### src/rtl/operand2_encoder.sv
// Serial encoder: finds the smallest rotation whose {rot, imm8} field decodes to a 32-bit constant.
// Optional macro OPERAND2_NEGATE_SEARCH_EN also tests ~value at each rotation (MVN/BIC substitution).
module operand2_encoder #(
    parameter int ROT_STEPS = 16
) (
    input  logic        clk,
    input  logic        reset,
    input  logic        start,
    input  logic [31:0] valueIn,
    output logic        busy,
    output logic        done,
    output logic        encodable,
    output logic [11:0] data12Out,
    output logic        useInvert,
    output logic [1:0]  state_o
);

    // Handshake: start is sampled on a rising edge and accepted only while busy=0;
    // done is a one-cycle pulse, result outputs hold until the next accepted start.

    typedef enum logic [1:0] {
        ST_IDLE   = 2'd0,
        ST_SEARCH = 2'd1,
        ST_DONE   = 2'd2
    } state_t;

    localparam logic [3:0] LAST_ROT = 4'(ROT_STEPS - 1);

    state_t      state_q, state_d;
    logic [3:0]  rot_q, rot_d;
    logic [31:0] value_q, value_d;
    logic        enc_q, enc_d;
    logic [11:0] data_q, data_d;
    logic        inv_q, inv_d;

    logic [5:0]  shamt;
    logic [31:0] cand_pos;
    logic        hit_pos;

    // Rotating left by 2r undoes the decode's rotate-right by 2r.
    function automatic logic [31:0] rotl(input logic [31:0] v, input logic [5:0] s);
        rotl = (v << s) | (v >> (6'd32 - s));
    endfunction

    assign shamt    = {rot_q, 1'b0};
    assign cand_pos = rotl(value_q, shamt);
    assign hit_pos  = (cand_pos[31:8] == 24'd0);

`ifdef OPERAND2_NEGATE_SEARCH_EN
    logic [31:0] cand_neg;
    logic        hit_neg;
    assign cand_neg = rotl(~value_q, shamt);
    assign hit_neg  = (cand_neg[31:8] == 24'd0);
`endif

    // State and datapath registers
    always_ff @(posedge clk or posedge reset) begin
        if (reset) begin
            state_q <= ST_IDLE;
            rot_q   <= 4'd0;
            value_q <= 32'd0;
            enc_q   <= 1'b0;
            data_q  <= 12'd0;
            inv_q   <= 1'b0;
        end else begin
            state_q <= state_d;
            rot_q   <= rot_d;
            value_q <= value_d;
            enc_q   <= enc_d;
            data_q  <= data_d;
            inv_q   <= inv_d;
        end
    end

    // Next-state logic
    always_comb begin
        state_d = state_q;
        rot_d   = rot_q;
        value_d = value_q;
        enc_d   = enc_q;
        data_d  = data_q;
        inv_d   = inv_q;
        case (state_q)
            ST_IDLE, ST_DONE: begin
                if (start) begin
                    state_d = ST_SEARCH;
                    value_d = valueIn;
                    rot_d   = 4'd0;
                    enc_d   = 1'b0;
                    data_d  = 12'd0;
                    inv_d   = 1'b0;
                end else begin
                    state_d = ST_IDLE;
                end
            end
            ST_SEARCH: begin
                if (hit_pos) begin
                    state_d = ST_DONE;
                    enc_d   = 1'b1;
                    data_d  = {rot_q, cand_pos[7:0]};
                    inv_d   = 1'b0;
`ifdef OPERAND2_NEGATE_SEARCH_EN
                end else if (hit_neg) begin
                    state_d = ST_DONE;
                    enc_d   = 1'b1;
                    data_d  = {rot_q, cand_neg[7:0]};
                    inv_d   = 1'b1;
`endif
                end else if (rot_q == LAST_ROT) begin
                    state_d = ST_DONE;
                    enc_d   = 1'b0;
                    data_d  = 12'd0;
                    inv_d   = 1'b0;
                end else begin
                    rot_d = rot_q + 4'd1;
                end
            end
            default: state_d = ST_IDLE;
        endcase
    end

    // Outputs are all decoded from registers
    always_comb begin
        busy      = (state_q == ST_SEARCH);
        done      = (state_q == ST_DONE);
        encodable = enc_q;
        data12Out = data_q;
        useInvert = inv_q;
        state_o   = state_q;
    end

endmodule
### config.mk
export PLATFORM = sky130hd
export DESIGN_NAME = operand2_encoder
export DESIGN_NICKNAME = d
export VERILOG_FILES = /design/src/rtl/operand2_encoder.sv
export SDC_FILE = /design/constraint.sdc
export NUM_CORES = 1
export LEC_CHECK = 0
export CORE_ASPECT_RATIO = 1.75
export CORE_MARGIN = 3
export CORE_UTILIZATION = 50
export DETAILED_ROUTE_END_ITERATION = 12
export HOLD_SLACK_MARGIN = 0.02
export PLACE_DENSITY = 0.73
export SLEW_MARGIN = 20
export SYNTH_ARGS = -nofsm -noshare
export SYNTH_HDL_FRONTEND = slang
export SYNTH_SLANG_ARGS = --single-unit
export TNS_END_PERCENT = 100
### constraint.sdc
create_clock -name clk -period 6.3 [get_ports clk]
set_input_delay 1.26 -clock clk [delete_from_list [all_inputs] [get_ports clk]]
set_output_delay 1.26 -clock clk [all_outputs]
set_load 0.02 [all_outputs]
* Word level (Yosys, flattened, before mapping)
Index checks and enable logic that the tools add are counted.
W data, S select, Z words.
** Word-level totals
- Register bits :: 52
- Bits of input ports :: 35
- Output and inout bits :: 18
- Logic and storage cells :: 43
** Operators by class
- Add/subtract/negate cells :: 2
- Equal/unequal tests :: 7
- Shift operators :: 2
- Multiplexer cells :: 18
- Bitwise operators :: 1
- Reduce and logical (&&, ||, !) cells :: 7
** Operators by type and width (number)
- $mux W12 :: 3
- $or A32 B32 Y32 :: 1
- $shl A32 B5 Y32 :: 1
- $shr A32 B6 Y32 :: 1
- $logic_not A24 Y1 :: 1
- $pmux W12 S2 :: 1
- $mux W4 :: 3
- $pmux W4 S2 :: 1
- $ne A2 B2 Y1 const B :: 3
- $sub A6 B5 Y6 const A :: 1
- $mux W1 :: 5
- $add A4 B1 Y4 const B :: 1
- $eq A4 B4 Y1 const B :: 1
- $mux W2 :: 2
- $pmux W1 S2 :: 2
- $pmux W2 S2 :: 1
- $reduce_and A4 Y1 :: 1
- $ne A3 B1 Y1 const B :: 1
- $reduce_and A3 Y1 :: 1
- $eq A2 B1 Y1 const B :: 1
- $eq A2 B2 Y1 const B :: 1
- $logic_not A2 Y1 :: 1
- $reduce_and A2 Y1 :: 1
- $reduce_bool A2 Y1 :: 1
- $reduce_or A2 Y1 :: 1

* Longest topological paths before layout
Gate-level depths: netlist of run 1.
- Depth in word-level cells :: 6
- Mapped depth :: 16

* Least setup slack after synthesis of run 1
Ideal clock, no wire load.
- Kind :: reg2reg
- From :: register rot_q[0]
- To :: register rot_q[2]
- Setup time :: 122 ps
- Arrival time :: 3155 ps
- Required time :: 6178 ps
- Slack :: 3024 ps
- Cell stages (with the launch flop) :: 13
- Period minus slack after synthesis :: 3276 ps
- Cell sequence :: dfrtp_1 > buf_6 > inv_2 > buf_2 > ha_1 > xor2_2 > mux4_2 > o221a_2 > a31oi_1 > a31oi_1 > and4bb_4 > or3_1 > a32o_1
** On the way
- Longest elaborated chain between the ends :: 6
- Elaborated cells on any way between the ends :: 13
- Classes of those cells :: 2 x add/sub; 3 x eq/ne; 2 x shift; 3 x mux; 1 x bitwise; 2 x reduce/logical
** RTL lines
- start: declaration :: RTL line 30 : logic [3:0] rot_q, rot_d;
- start signal: assignment :: RTL line 67 : rot_q <= rot_d;
- $sub A6 B5 Y6 :: RTL line 42 : rotl = (v << s) | (v >> (6'd32 - s));
- $shr A32 B6 Y32 :: RTL line 42
- $or A32 B32 Y32 :: RTL line 42
- $logic_not A24 Y1 :: RTL line 47 : assign hit_pos = (cand_pos[31:8] == 24'd0);
- $ne A2 B2 Y1 (no source line)
- $reduce_and A4 Y1 (no source line)
Several ways; a longest one is shown, not always the timed one. The select of a mux whose other input is x is not followed.
A chain may end at the register's enable or synchronous reset.

* Worst setup path after layout of run 1
- From :: register rot_q[1]
- To :: register data_q[10], in the netlist data12Out[10]
** On the way
- Longest elaborated chain between the ends :: 6
- Elaborated cells on any way between the ends :: 10
- Classes of those cells :: 1 x add/sub; 2 x eq/ne; 2 x shift; 2 x mux; 1 x bitwise; 2 x reduce/logical
** RTL lines
- $sub A6 B5 Y6 :: RTL line 42
- $shr A32 B6 Y32 :: RTL line 42
- $or A32 B32 Y32 :: RTL line 42
- $logic_not A24 Y1 :: RTL line 47
- $ne A3 B1 Y1 (no source line) / $mux W12 (equally long branches)
- $reduce_and A3 Y1 (no source line) / $pmux W12 S2 (equally long branches)
- end signal: assignment :: RTL line 70 : data_q <= data_d;
- end: declaration :: RTL line 33 : logic [11:0] data_q, data_d;
Several ways; a longest one is shown, not always the timed one.

==> results of run 1 <==
-- stage by stage --
| stage | power [mW] | setup WS (ns) |
|---|---|---|
| floorplan | 2.33 | 3.02 |
| global route | 3.34 | 2.09 |
| global placement | 2.74 | 2.46 |
| CTS | 3.08 | 2.35 |
| finish | 3.13 | 2.37 |
| detailed placement | 2.78 | 2.37 |
-- flip-flops by register name, indices dropped and copies added, names as in the netlist --
signal     count
data12Out     12
state_o        2
value_q       32
rot_q          4
encodable      1
-- kinds of logic after synthesis --
kind of cell / Yosys count / share of synthesized area [%]
compound gates: 105 / 17.6
xor+xnor: 2 / 0.593
fa+ha+maj: 2 / 0.592
buf+inv: 57 / 7.97
flops: 51 / 30.2
mux: 59 / 20.1
other cells: 1 / 0.0888
simple gates: 214 / 22.9
-- cells in the final DEF (no fill, tap or decap), types with 6 or more instances in the layout --
cell	n
nand3_1	6
buf_4	7
mux4_2	15
nor2_1	33
dfrtp_1	50
inv_1	6
nand2_1	124
o21ai_0	17
a211oi_1	9
o211ai_1	7
a31oi_1	9
mux2i_1	37
a21oi_1	16
clkdlybuf4s50_1	51
nor3_1	13
-- metal layers --
metal | vias up | part of all wire, % | track usage (%) | routed length [um]
met5 | - | 0 | 0 | 0
met4 | 0 | 5.1 | 11.6 | 597
met3 | 44 | 6.1 | 4.09 | 714
met2 | 191 | 51 | 42.6 | 6000
met1 | 1874 | 38 | 31.9 | 4480
li1 | 1814 | - | - | -
-- cell type report --
| type | count | area [um2] |
|---|---|---|
| clock buffer | 7 | 153 |
| clock inverter | 1 | 7.51 |
| fill | 752 | 3290 |
| inverter | 10 | 43.8 |
| multi-input combinational | 383 | 2620 |
| sequential | 51 | 1280 |
| tap | 90 | 113 |
| timing repair buffer | 58 | 563 |
-- worst reg2reg max path, stage by stage (launching register included) --
cell and delay, ns:
dfrtp_1 0.33, buf_4 0.34, inv_6 0.08, ha_1 0.64
clkinv_1 0.46, mux4_2 0.58, and4_1 0.21, nor3_1 0.25
a2111o_1 0.13, and4bb_4 0.22, o21ai_2 0.41, a22o_2 0.23
-- worst max path at each step --
stage | depth (start not counted) | slack (ns) | end | from
2_1_floorplan | 12 | 3.02 | rot_q[2] | rot_q[0]
6_report | 11 | 2.37 | data12Out[10] | rot_q[1]
4_1_cts | 11 | 2.35 | data12Out[10] | rot_q[1]
3_3_place_gp | 11 | 2.46 | data12Out[11] | rot_q[1]
5_1_grt | 11 | 2.09 | data12Out[8] | rot_q[1]
3_5_place_dp | 11 | 2.37 | data12Out[10] | rot_q[1]
-- power groups by stage --
stage | registers (mW) | logic, mW | clock network (mW)
after floorplan | 0.546 | 1.79 | 0
after global routing | 0.727 | 2.30 | 0.306
after detailed placement | 0.700 | 2.08 | 0
after CTS | 0.695 | 2.09 | 0.295
final | 0.702 | 2.14 | 0.290
after global placement | 0.694 | 2.05 | 0
==> impl_metrics.env, run 1 <==
export IMPL_outcome="finished, final reports clean"
export IMPL_dieArea_um2=9630
export IMPL_ant_nets=0
export IMPL_r2r_start="rot_q[1]"
export IMPL_cts_max_path_buffers=2
export IMPL_grt_pass1_wl_um=19200
export IMPL_grt_antenna_before_repair=0
export IMPL_power_frac_comb_pct=68.3
export IMPL_synthTopCellsByCount="nand2_1, dfrtp_1, mux2i_1"
export IMPL_antennaDiodeCount=0
export IMPL_stdcell_area_um2=4780
export IMPL_clock_skew_final_ns=0.00341
export IMPL_setup_viol=0
export IMPL_wirelength_um=11800
export IMPL_worst_pin_slew_ns=0.875
export IMPL_num_vias=3923
export IMPL_synth_top_area_cell="dfrtp_1"
export IMPL_post_cts_setup_buffers=0
export IMPL_worst_r2r_path_depth=11
export IMPL_dr_pass1_iters=6
export IMPL_ys_types=71
export IMPL_seq_area_frac_synth_pct=30.2
export IMPL_grt_ovfl_total=0
export IMPL_drtIter0Drc=408
export IMPL_cp_num_buf_inv=3
export IMPL_dpl_cell_count=592
export IMPL_wl_per_cell_um=19.7
export IMPL_crit_required_ns=6.54
export IMPL_crit_fanout=26
export IMPL_syn_area_per_cell_um2=8.60
export IMPL_ys_seq_elements=51
export IMPL_max_freq_ghz=0.254
export IMPL_slowest_stage="ha_1"
export IMPL_syn_num_nets=528
export IMPL_ir_drop_mv=0.318
export IMPL_grt_max_degree=73
export IMPL_r2r_end="data12Out[10]"
export IMPL_ys_async_sr_fraction_pct=100
export IMPL_die_w_um=75.5
export IMPL_min_delay_worst_endpoint="encodable"
export IMPL_grt_setup_unrepaired="no"
export IMPL_ys_top_cells_by_area="dfrtp_1, nand2_1, mux2i_1, mux4_2, nor2_1"
export IMPL_fin_crit_sh_pct=62.5
export IMPL_dominantRegCellSynth="dfrtp_1"
export IMPL_routabilityCongestion=1.03
export IMPL_clk_latency_ns=0.30
export IMPL_sequentialPowerShare_pct=22.4
export IMPL_fin_tns_setup_ns=0
export IMPL_hold_buffers=0
export IMPL_port_buffers=51
export IMPL_clk_pin_slew_ns=0.06
export IMPL_fin_nets=546
export IMPL_hpwlAfterDp_um=8580
export IMPL_leakage_nw=2.06
export IMPL_holdPathStages=2
export IMPL_crit_path_cell_trace="buf_4 > inv_6 > ha_1 > clkinv_1 > mux4_2 > and4_1 > nor3_1 > a2111o_1 > and4bb_4 > o21ai_2 > a22o_2"
export IMPL_synth_edf_count=0
export IMPL_min_delay_start="encodable"
export IMPL_power_switching_mw=1.61
export IMPL_die_h_um=128
export IMPL_switching_share_pct=51.4
export IMPL_path_class="flop to flop"
export IMPL_place_area_um2=4610
export IMPL_power_per_cell_area_nw_per_um2=656
export IMPL_grt_pass1_vias=3661
export IMPL_slew_headroom_pct=41.6
export IMPL_p_int_mw=1.52
export IMPL_synth_top_area_share_pct=30.2
export IMPL_final_util_pct=59.2
export IMPL_syn_area_um2=4220
export IMPL_hold_ws_ns=0.472
export IMPL_track_usage_pct=25.7
export IMPL_path_delay_family="buffers and inverters"
export IMPL_finalHoldViolations=0
export IMPL_root_buffer="clkbuf_16"
export IMPL_cp_arrival_ns=4.17
export IMPL_crit_path_start_kind="flop"
export IMPL_cts_tree="yes"
export IMPL_hp_class="flop to flop"
export IMPL_reg2reg_slack_ns=2.37
export IMPL_drc_errors=0
export IMPL_cts_sinks=51
export IMPL_drv_cap=0
export IMPL_drive_gt1_share_pct=10.0
export IMPL_start_util_pct=52.3
export IMPL_clkPwrFrac_pct=9.3
export IMPL_synth_most_common_cell="nand2_1"
export IMPL_fin_crit_ns=3.93
export IMPL_syn_inst=491
export IMPL_stdcell_count=600
export IMPL_htree_num_levels=2
export IMPL_ios=53
export IMPL_cts_resized=0
export IMPL_cts_buffers=5
export IMPL_yosys_warnings=0
export IMPL_core_um2=8070
export IMPL_row_count=43
export IMPL_area_delta_synth_final_pct=13.1
export IMPL_worst_setup_path_end_kind="flop"
export IMPL_vias_per_cell=6.54
export IMPL_max_stage_delay_ns=0.64
export IMPL_slew_violations=0
Note: power is estimated with default switching activity, not from simulation.
==> inputs of run 2 (changes only) <==
--- a/config.mk
+++ b/config.mk
@@ -10,7 +10,7 @@
 export CORE_UTILIZATION = 50
 export DETAILED_ROUTE_END_ITERATION = 12
 export HOLD_SLACK_MARGIN = 0.02
-export PLACE_DENSITY = 0.73
+export PLACE_DENSITY = 0.76
 export SLEW_MARGIN = 20
 export SYNTH_ARGS = -nofsm -noshare
 export SYNTH_HDL_FRONTEND = slang
==> constraint.sdc (replaced) <==
create_clock -name clk -period 3.6 [get_ports clk]
set_input_delay 0.72 -clock clk [delete_from_list [all_inputs] [get_ports clk]]
set_output_delay 0.72 -clock clk [all_outputs]
set_load 0.02 [all_outputs]
==> run 2 against run 1 <==
Non-clock buffer count increased by 3; critical endpoint is now data12Out[11]; largest cell class unchanged; flip-flop and latch count unchanged; critical path depth shrank 3.
==> impl_metrics.env, run 2 (synthesis gave the netlist of run 1 again) <==
export IMPL_outcome="finished, final reports clean"
export IMPL_finalWorstSetupSlack_ns=0.336
export IMPL_drv_cap=0
export IMPL_drc_errors=0
export IMPL_nFillCells=758
export IMPL_leakage_nw=2.08
export IMPL_ios=53
export IMPL_clock_skew_final_ns=0.00549
export IMPL_hpwlAfterDp_um=8610
export IMPL_grt_ovfl_total=0
export IMPL_post_place_ws_ns=0.431
export IMPL_worst_pin_slew_ns=0.794
export IMPL_cts_sinks=51
export IMPL_seqCellArea_um2=1280
export IMPL_die_w_um=75.5
export IMPL_post_cts_setup_buffers=0
export IMPL_largest_register_ffs=32
export IMPL_regMostFlops="value_q"
export IMPL_path_class="flop to flop"
export IMPL_crit_fanout=16
export IMPL_power_per_cell_area_nw_per_um2=1150
export IMPL_hp_class="flop to flop"
export IMPL_setup_viol=0
export IMPL_grt_pass1_wl_um=19500
export IMPL_antennaDiodeCount=0
export IMPL_stdcell_count=602
export IMPL_grt_antenna_before_repair=0
export IMPL_start_util_pct=52.3
export IMPL_most_common_layout_cells="nand2_1, clkdlybuf4s50_1, dfrtp_1, mux2i_1, nor2_1"
export IMPL_worst_setup_path_end_kind="flop"
export IMPL_fin_nets=549
export IMPL_final_util_pct=59.7
export IMPL_grt_max_degree=72
export IMPL_cts_resized=0
export IMPL_cts_tree="yes"
export IMPL_cts_buffers=5
export IMPL_ant_nets=0
export IMPL_finalHoldViolations=0
export IMPL_place_area_um2=4660
export IMPL_fin_crit_ns=3.26
export IMPL_grt_setup_unrepaired="no"
export IMPL_htree_num_levels=2
export IMPL_port_buffers=51
export IMPL_wirelength_um=12000
export IMPL_fin_crit_sh_pct=90.7
export IMPL_core_um2=8070
export IMPL_die_h_um=128
export IMPL_routabilityCongestion=0.965
export IMPL_final_common_cell="nand2_1"
export IMPL_clk_pin_slew_ns=0.07
export IMPL_multi_input_area_um2=2610
export IMPL_slew_violations=0
export IMPL_cts_max_path_buffers=2
export IMPL_wl_per_cell_um=20.0
export IMPL_grt_pass1_vias=3825
export IMPL_drive_gt1_share_pct=9.96
export IMPL_cp_arrival_ns=3.50
export IMPL_stdcell_area_um2=4810
export IMPL_crit_required_ns=3.84
export IMPL_p_total_mw=5.54
export IMPL_drtIter0Drc=276
export IMPL_ir_drop_mv=0.683
export IMPL_clk_latency_ns=0.30
export IMPL_hold_buffers=0
export IMPL_hold_ws_ns=0.472
export IMPL_root_buffer="clkbuf_16"
export IMPL_area_delta_synth_final_pct=14.0
export IMPL_num_vias=3935
export IMPL_row_count=43
export IMPL_fin_tns_setup_ns=0
export IMPL_slew_headroom_pct=47.0
export IMPL_max_freq_ghz=0.306
export IMPL_track_usage_pct=26.4
export IMPL_dpl_cell_count=595
export IMPL_vias_per_cell=6.54
export IMPL_dr_pass1_iters=6
export IMPL_crit_path_start_kind="flop"
export IMPL_dieArea_um2=9630
run 2: changes by cell type in the layout (fill, tap and decap cells not counted):
cell | previous run | this run
xnor2_2 | 1 | 0
buf_12 | 0 | 2
xnor2_1 | 0 | 1
bufinv_16 | 0 | 1
inv_2 | 1 | 2
clkbuf_1 | 0 | 1
clkbuf_8 | 2 | 0
buf_4 | 7 | 8
clkinv_2 | 1 | 0
clkinvlp_4 | 1 | 0
run 2: worst paths after layout:
kind	start	end	slack [ns]	depth (start not counted)
max	rot_q[2]	data12Out[11]	0.34	8
min	encodable	encodable	0.47	2
max reg2reg	rot_q[2]	data12Out[11]	0.34	8
min reg2reg	encodable	encodable	0.47	2
max in group asynchronous	reset	value_q[4]	2.02	3
min in group asynchronous	reset	value_q[30]	0.89	2
run 2: area by class of cell:
class                           count  share of cell area, %
Clock buffer                        6                   2.68
Clock inverter                      1                  0.624
Inverter                           10                  0.884
Multi-Input combinational cell    383                   54.3
Sequential cell                    51                   26.5
Tap cell                           90                   2.34
Timing Repair Buffer               61                   12.7
run 2: layer usage:
metal	share of wire, %	track usage (%)
met3	6.1	3.86
met1	38	32.5
met4	4.8	13.8
met2	52	43.3
met5	0	0
run 2: critical path, stage by stage (launching register included):
cell,delay [ns]
dfrtp_1,0.61
o31a_1,0.49
nor2_2,0.51
o211ai_1,0.19
a221oi_1,0.36
a2111o_1,0.16
and4bb_4,0.22
o21ai_2,0.42
a22o_2,0.22
run 2: power by group:
group          internal (mW)  leakage (nW)  switching [mW]
logic                   1.64          1.35            2.12
registers              0.773         0.650           0.477
clock network          0.324        0.0769           0.204
total                   2.74          2.08            2.80
